===== src/rtl/common_pkg.sv =====
// rtl/common_pkg.sv - shared router types and defaults
// Purpose: tile transaction type, output link state encoding and the shared
//          link credit default used by router output stages.
// Ports:   none (package).
package common_pkg;

  typedef struct packed {
    logic [7:0]  id;
    logic [3:0]  dst;
    logic [19:0] payload;
  } t_tile_trans;

  typedef enum logic [1:0] {
    IDLE  = 2'b00,
    SEND  = 2'b01,
    STALL = 2'b10
  } t_link_state;

  // Shared with the router FIFO depth parameter so both ends of a link agree.
  localparam int ROUTER_LINK_CREDITS = 4;

endpackage


===== src/rtl/router_out_skid_buf.sv =====
// rtl/router_out_skid_buf.sv - 2-entry in-order skid buffer for the output link
// Purpose: circular 2-entry FIFO with 1-bit read/write pointers and a 2-bit count.
// Ports:
//   clk, rst_n       clock, asynchronous active-low reset
//   push, push_trans write one entry (caller guarantees count<2)
//   pop              remove head entry (caller guarantees count!=0)
//   count            registered occupancy
//   count_nxt        occupancy after the coming edge
//   head             head entry; holds the last popped value while empty
module router_out_skid_buf
  import common_pkg::*;
(
  input  logic        clk,
  input  logic        rst_n,
  input  logic        push,
  input  t_tile_trans push_trans,
  input  logic        pop,
  output logic [1:0]  count,
  output logic [1:0]  count_nxt,
  output t_tile_trans head
);

  t_tile_trans [1:0] mem_q, mem_d;
  t_tile_trans       last_q, last_d;
  logic              wr_ptr_q, wr_ptr_d;
  logic              rd_ptr_q, rd_ptr_d;
  logic [1:0]        count_q, count_d;

  always_comb begin
    mem_d    = mem_q;
    last_d   = last_q;
    wr_ptr_d = wr_ptr_q;
    rd_ptr_d = rd_ptr_q;
    count_d  = count_q;

    // Storage is only written on push so an X on in_trans never reaches state.
    if (push) begin
      mem_d[wr_ptr_q] = push_trans;
      wr_ptr_d        = ~wr_ptr_q;
    end

    // Remember what left the buffer so the link view is stable once drained.
    if (pop) begin
      last_d   = mem_q[rd_ptr_q];
      rd_ptr_d = ~rd_ptr_q;
    end

    case ({push, pop})
      2'b10:   count_d = count_q + 2'd1;
      2'b01:   count_d = count_q - 2'd1;
      default: count_d = count_q;
    endcase
  end

  always_ff @(posedge clk or negedge rst_n) begin
    if (!rst_n) begin
      mem_q    <= '0;
      last_q   <= '0;
      wr_ptr_q <= 1'b0;
      rd_ptr_q <= 1'b0;
      count_q  <= 2'd0;
    end else begin
      mem_q    <= mem_d;
      last_q   <= last_d;
      wr_ptr_q <= wr_ptr_d;
      rd_ptr_q <= rd_ptr_d;
      count_q  <= count_d;
    end
  end

  assign count     = count_q;
  assign count_nxt = count_d;
  assign head      = (count_q != 2'd0) ? mem_q[rd_ptr_q] : last_q;

endmodule


===== src/rtl/router_out_credit.sv =====
// rtl/router_out_credit.sv - router output link stage with credit flow control
// Purpose: buffers the fifo_arb winner in a 2-entry skid buffer and launches it
//          on the inter-router link when the neighbour has credit; reports link
//          state, stall cycles and credit overflow.
// Ports:
//   clk, rst_n           clock, asynchronous active-low reset
//   in_valid/in_trans    winner from fifo_arb; in_ready = buffer can accept
//   out_valid/out_trans  transaction launched this cycle (no link ready)
//   credit_ret           one-cycle pulse, neighbour freed one entry
//   credit_cnt           current credits
//   link_state           00 IDLE, 01 SEND, 10 STALL
//   stall_cnt            saturating count of STALL cycles
//   credit_err           sticky credit overflow flag
module router_out_credit
  import common_pkg::*;
#(
  parameter int NUM_CREDITS = ROUTER_LINK_CREDITS,
  parameter int CNT_W       = $clog2(NUM_CREDITS + 1),
  parameter int STALL_W     = 16
) (
  input  logic               clk,
  input  logic               rst_n,
  input  logic               in_valid,
  input  t_tile_trans        in_trans,
  output logic               in_ready,
  output logic               out_valid,
  output t_tile_trans        out_trans,
  input  logic               credit_ret,
  output logic [CNT_W-1:0]   credit_cnt,
  output logic [1:0]         link_state,
  output logic [STALL_W-1:0] stall_cnt,
  output logic               credit_err
);

  localparam logic [CNT_W-1:0] CRED_MAX = CNT_W'(NUM_CREDITS);

  logic [1:0]         count, count_nxt;
  logic               push, send;
  logic [CNT_W-1:0]   credit_cnt_q, credit_cnt_d;
  logic               credit_err_q, credit_err_d;
  t_link_state        link_state_q, link_state_d;
  logic [STALL_W-1:0] stall_cnt_q, stall_cnt_d;

  // Ready comes from registered occupancy only: no path from credit_ret or the
  // send decision, so a full buffer refuses even when it is draining this cycle.
  assign in_ready = (count != 2'd2);
  assign push     = in_valid && in_ready;
  assign send     = (count != 2'd0) && (credit_cnt_q != '0);

  router_out_skid_buf u_skid_buf (
    .clk        (clk),
    .rst_n      (rst_n),
    .push       (push),
    .push_trans (in_trans),
    .pop        (send),
    .count      (count),
    .count_nxt  (count_nxt),
    .head       (out_trans)
  );

  always_comb begin
    credit_cnt_d = credit_cnt_q;
    credit_err_d = credit_err_q;
    if (send && !credit_ret) begin
      credit_cnt_d = credit_cnt_q - CNT_W'(1);
    end else if (credit_ret && !send) begin
      if (credit_cnt_q == CRED_MAX) begin
        credit_err_d = 1'b1;
      end else begin
        credit_cnt_d = credit_cnt_q + CNT_W'(1);
      end
    end
  end

  // State reflects the values that will be registered at this edge.
  always_comb begin
    link_state_d = link_state_q;
    if (count_nxt == 2'd0) begin
      link_state_d = IDLE;
    end else if (credit_cnt_d != '0) begin
      link_state_d = SEND;
    end else begin
      link_state_d = STALL;
    end
  end

  always_comb begin
    stall_cnt_d = stall_cnt_q;
    if ((count != 2'd0) && (credit_cnt_q == '0) && (stall_cnt_q != '1)) begin
      stall_cnt_d = stall_cnt_q + STALL_W'(1);
    end
  end

  always_ff @(posedge clk or negedge rst_n) begin
    if (!rst_n) begin
      credit_cnt_q <= CRED_MAX;
      credit_err_q <= 1'b0;
      link_state_q <= IDLE;
      stall_cnt_q  <= '0;
    end else begin
      credit_cnt_q <= credit_cnt_d;
      credit_err_q <= credit_err_d;
      link_state_q <= link_state_d;
      stall_cnt_q  <= stall_cnt_d;
    end
  end

  assign out_valid  = send;
  assign credit_cnt = credit_cnt_q;
  assign credit_err = credit_err_q;
  assign link_state = link_state_q;
  assign stall_cnt  = stall_cnt_q;

endmodule


===== config.mk =====
export PLATFORM = sky130hd
export DESIGN_NAME = router_out_credit
export DESIGN_NICKNAME = d
export VERILOG_FILES = /design/src/rtl/common_pkg.sv /design/src/rtl/router_out_skid_buf.sv /design/src/rtl/router_out_credit.sv
export SDC_FILE = /design/constraint.sdc
export NUM_CORES = 1
export LEC_CHECK = 0
export ABC_CLOCK_PERIOD_IN_PS = 3700
export BUFFER_PORTS_ARGS = -buffer_cell sky130_fd_sc_hd__buf_2
export CORE_MARGIN = 2
export CORE_UTILIZATION = 40
export DETAILED_ROUTE_END_ITERATION = 10
export PLACE_DENSITY_LB_ADDON = 0.15
export SYNTH_ARGS = -nofsm -noshare
export SYNTH_HDL_FRONTEND = slang
export SYNTH_SLANG_ARGS = --single-unit
export TNS_END_PERCENT = 5

===== constraint.sdc =====
create_clock -name clk -period 3.7 [get_ports clk]
set_clock_uncertainty 0.2 [all_clocks]
set_input_delay 0.37 -clock clk [delete_from_list [all_inputs] [get_ports clk]]
set_output_delay 0.37 -clock clk [all_outputs]
set_load 0.03 [all_outputs]

* After elaboration in Yosys (flattened, before gate mapping)
Cells that the tools add are included.
** Storage, ports and cells
- Register bits after elaboration :: 122
- Input bits :: 36
- Output and inout bits :: 56
- RAM bits :: 0
- Word-level logic and storage cells :: 59
- Memories :: 0
- Bits in read-only memories :: 0
- Latch bits :: 0
** Cells by class
- $add $sub $neg :: 5
- Eq/ne operators :: 5
- Bitwise gates (word level) :: 3
- Multipliers :: 0
- Divide/modulo/power cells :: 0
- Reductions and logical operators :: 15
- Muxes and demuxes :: 12
- Shift-type cells :: 0
- Magnitude comparators :: 3
** Operators with widths (number)
- $mux 32 :: 4
- $bwmux 64 :: 1
- $demux 32 s1 :: 1
- $add 16x1->16 const B :: 1
- $ne 16x16->1 const B :: 1
- $mux 3 :: 3
- $logic_and 1x1->1 :: 7
- $reduce_bool 3->1 :: 2
- $lt 1x2->1 const B :: 2
- $mux 2 :: 2
- $pmux 2 s2 :: 1
- $add 3x1->3 const B :: 1
- $eq 3x3->1 const B :: 1
- $logic_not 3->1 :: 1
- $not 1->1 :: 3
- $reduce_and 3->1 :: 1
- $sub 3x1->3 const B :: 1
- $add 2x1->2 const B :: 1
- $eq 2x1->1 const B :: 1
- $eq 2x2->1 const B :: 1
- $logic_not 1->1 :: 2
- $logic_not 2->1 :: 1
- $ne 2x2->1 const B :: 1
- $reduce_bool 2->1 :: 1
- other kinds (2) :: 2

* Logic depth before layout (Yosys ltp)
- Depth in word-level cells :: 9
- Gate-level depth with buffers :: 12
- Depth with buffers taken out :: 11

* By module
Synthesis repeated with hierarchy kept, for this count alone.
** Second synthesis, totals
- Cell total of the unflattened synthesis :: 464
- Area, all modules :: 5556.6 um^2
** Modules (own cells, without submodules)
- router_out_skid_buf :: cells an instance 359, times used 1, seq. area each 2502.4 um^2, area an instance 4360.4 um^2
- router_out_credit :: cells an instance 105, times used 1, seq. area each 551.8 um^2, area an instance 1196.1 um^2

* Worst setup path after synthesis
No wires, ideal clock.
- Path type :: flip-flop to flip-flop
- From :: register credit_cnt_q[0] (netlist: credit_cnt[0])
- To :: register link_state_q[1] (netlist: link_state[1])
- Path buffers :: 1
- Setup slack :: 1157 ps
- Arrival time :: 2210 ps
- Library setup time :: 133 ps
- Period minus slack after synthesis :: 2543 ps
- Cell stages (with the launch flop) :: 12
- Cells stage by stage :: dfrtp_1 -> inv_1 -> ha_1 -> nor2b_4 -> or2_1 -> buf_6 -> clkinv_4 -> ha_1 -> nor2_1 -> xnor2_1 -> nand2_1 -> nor4b_1
** On the way
- Longest elaborated chain between the ends :: 9
** RTL lines
- start, declared :: line router_out_credit.sv:39 : logic [CNT_W-1:0] credit_cnt_q, credit_cnt_d;
- start signal, assigned :: line router_out_credit.sv:101 : credit_cnt_q <= credit_cnt_d;
- $reduce_bool 3->1 (*) :: line router_out_credit.sv:48 : assign send = (count != 2'd0) && (credit_cnt_q != '0);
- $logic_and 1x1->1 (*) :: line router_out_credit.sv:48
- net out_valid :: line router_out_credit.sv:26 : output logic out_valid,
- $logic_not 1->1 :: line router_out_credit.sv:66 : end else if (credit_ret && !send) begin
- $logic_and 1x1->1 :: line router_out_credit.sv:66
- $mux 3 :: line router_out_credit.sv:66
- $mux 3 :: line router_out_credit.sv:64 : if (send && !credit_ret) begin
- $reduce_bool 3->1 :: line router_out_credit.sv:80 : end else if (credit_cnt_d != '0) begin
- $mux 2 :: line router_out_credit.sv:80
- $mux 2 (*) :: line router_out_credit.sv:78 : if (count_nxt == 2'd0) begin
- net link_state_d[1] :: line router_out_credit.sv:41 : t_link_state link_state_q, link_state_d;
- end signal, assigned :: line router_out_credit.sv:103 : link_state_q <= link_state_d;
- end, declared :: line router_out_credit.sv:41
The timed path passes the listed nets; every way through them passes the cells marked *.
A chain may end at the register's enable or synchronous reset.

==> impl_metrics.tcl <==
set metrics [dict create \
    min_period_over_period 0.779 \
    io_pins 92 \
    synth.area.mux_share 0.194 \
    cts_sinks 122 \
    maxCapViolations 0 \
    gr-total-overflow 0 \
    grt_pass1_vias 3937 \
    track_usage 0.170 \
    clock.fmax_ghz 0.347 \
    p_int_mw 4.29 \
    p_leak_nw 3.18 \
    ant_nets 0 \
    routed_wl_mm 11.5 \
    ys_types 39 \
    synth_edf_count 0 \
    post_cts_buffers 0 \
    cts_hold_buf 26 \
    path_max_fanout 34 \
    grt_max_degree 48 \
    crit_chain "or2_2 -> buf_4 -> nor2_1 -> a21oi_1 -> buf_2" \
    synthAdderAreaFrac 0.0115 \
    chipWidth_um 121 \
    vias 3848 \
    syn-num-nets 503 \
    die_height_um 121 \
    endpoint_kind "output port" \
    cts_resized 0 \
    clock_latency_ns 0.40 \
    nets 622 \
    postSynthCellCount 462 \
    crit_path_start_kind "flop" \
    cts_buffer_depth 2 \
    layout-drive-gt1-share 0.340 \
    drt_iter0_markers 215 \
    port_buffers 91 \
    p_per_area_nw_per_um2 1070 \
    synth_compound_area_frac 0.0786 \
    hold_viol 0 \
    whs_ns 0.0198 \
    r2r_cells 10 \
    clkPwrFrac 0.207 \
    cts_made_buffers 17 \
    rsz0062_at_grt "no" \
    max_stage_delay_ns 0.60 \
    cts_tree "yes" \
    core_area_um2 13200 \
    crit_arrival_ns 2.31 \
    pre_cts_ws_ns 1.00 \
    routedWlPerCell_um 14.9 \
    setup_violations 0 \
    worstPathRequired_ns 3.13 \
    dp_hpwl_mm 7.65 \
    async_reset_ff_frac 1.00 \
    synth_warnings 0 \
    synth_area_per_cell_um2 11.8 \
    ys_ff_latch 122 \
    n_antenna_cell 0 \
    p_switching_mw 3.09 \
    route.detailed.drc 0 \
    via_per_inst 5.00 \
    seq_power_share 0.318 \
    p_comb_frac 0.475 \
    synth_seq_area_share 0.562 \
    drtPass1Iterations 4 \
    grt_pass1_wl_mm 19.3 \
    path_clk_slew_ns 0.05 \
    rows 42 \
    crit_start "u_skid_buf.count[0]" \
    synth-xor-area-share 0.0323 \
    slew_viol_final 0 \
    synth_top_family_by_area "multiplexers" \
    syn_to_final_growth_pct 26.6 \
    fin_tns_setup_ns 0 \
    htreeDepth 4 \
    status "finished, final reports clean" \
    rr_startpoint "credit_cnt[0]" \
    root_buffer "clkbuf_16" \
    antenna_found_initial 0 \
    start_util 0.410 \
    hold_path.class "in2reg" \
    finalWorstSetupSlack_ns 0.816 \
    swShare 0.419 \
    synthSimpleGateAreaFrac 0.0933 \
    die_area_um2 14500 \
    vdd_drop_max_uv 635 \
    fillers 1275 \
    syn_area_um2 5430 \
    regArea_um2 3060 \
    slowest_stage "or2_2" \
    multi_input_area_um2 2230 \
    critPathKind "reg2out" \
    endpoint "out_trans[20]" \
    tightest_slew_ns 0.669 \
    slew_headroom 0.554 \
    routabilityCongestion 0.770 \
    fin_crit_ns 2.88 \
    ys_dominant_reg_cell "dfrtp_1" \
    hp-start "in_trans[17]" \
    ff2ff_setup_slack_ns 1.00 \
    regToRegEndpoint "link_state[1]" \
]
how the worst min path moves through the flow:
stage	endpoint	slack (ns)	cells after the start
6_report	u_skid_buf.mem_q[17]	0.02	2
2_1_floorplan	credit_cnt[0]	-0.13	0
4_1_cts	u_skid_buf.mem_q[51]	0.0001	2
5_1_grt	u_skid_buf.mem_q[49]	0.006	2
3_5_place_dp	stall_cnt[14]	0.17	1
3_3_place_gp	stall_cnt[14]	0.17	1
cells by family (layout without fill, tap and decap cells):
logic type,after synthesis,count (layout)
mux,97,97
buf+inv,32,164
xor+xnor,20,20
simple gates,109,109
fa+ha+maj,5,5
compound gates,77,77
flops,122,122
power by group through the flow:
stage / clock (mW) / sequential, mW / combinational, mW
after floorplan: 0 / 2.35 / 2.62
after global placement: 0 / 2.33 / 3.46
after detailed placement: 0 / 2.37 / 3.53
after CTS: 1.57 / 2.35 / 3.56
after global routing: 1.64 / 2.43 / 3.83
final: 1.53 / 2.35 / 3.51
routing by layer:
layer | GRT usage | part of all wire | vias up
met1 | 0.228 | 0.47 | 1895
met2 | 0.266 | 0.47 | 83
li1 | - | - | 1856
met5 | 0 | 0 | -
met3 | 0.0453 | 0.044 | 14
met4 | 0.0632 | 0.015 | 0
critical path: cells and delay by family, from the launching register on:
kind / cells / cell delay (ns)
buf+inv: 2 / 0.59
flops: 1 / 0.46
simple gates: 2 / 0.66
compound gates: 1 / 0.19
cell usage after synthesis, types with 3 or more instances:
| library cell | number | area [µm²] |
|---|---|---|
| nand4_1 | 6 | 37.5 |
| nor3_1 | 3 | 15.0 |
| mux2_2 | 64 | 721 |
| nand2_1 | 40 | 150 |
| dfrtp_1 | 121 | 3030 |
| buf_1 | 7 | 26.3 |
| mux2i_1 | 32 | 320 |
| ha_1 | 5 | 62.6 |
| inv_1 | 4 | 15.0 |
| o21ai_0 | 35 | 175 |
| xor2_1 | 6 | 52.6 |
| buf_2 | 14 | 70.1 |
| xnor2_1 | 14 | 123 |
| nor2_1 | 35 | 131 |
| clkbuf_1 | 4 | 15.0 |
| and3_1 | 4 | 25.0 |
| nand3_1 | 8 | 40.0 |
| a21oi_1 | 33 | 165 |
cell usage in the layout, fill, tap and decap left out, types with 14 or more instances in the layout:
cell and instances:
mux2i_1 32, dfrtp_1 120, o21ai_0 35, dlygate4sd3_1 26, buf_2 90, nor2_1 35
xnor2_1 14, nand2_1 40, mux2_2 64, clkbuf_16 17, a21oi_1 33
layout make-up:
| type | instances | share of cell area |
|---|---|---|
| sequential | 122 | 0.444 |
| multi-input combinational | 308 | 0.325 |
| timing repair buffer | 127 | 0.115 |
| clock buffer | 29 | 0.0742 |
| tap | 176 | 0.0320 |
| clock inverter | 3 | 0.00582 |
| inverter | 5 | 0.00346 |
metrics by stage:
step	std cells	power [mW]	cell area, µm²	util
3_3_place_gp	712	5.79	6070	0.458
5_1_grt	770	7.90	6880	0.519
6_report	770	7.38	6880	0.519
3_5_place_dp	712	5.90	6070	0.458
4_1_cts	770	7.48	6880	0.519
2_1_floorplan	462	4.97	5430	-
registers in the layout, summed over array words and instances (netlist names):
name and count:
u_skid_buf.last_q 32, link_state 2, u_skid_buf.count 2, credit_cnt 3
u_skid_buf.wr_ptr_q 1, u_skid_buf.mem_q 64, credit_err 1, stall_cnt 16
u_skid_buf.rd_ptr_q 1
Note: power is estimated with default switching activity, not from simulation.
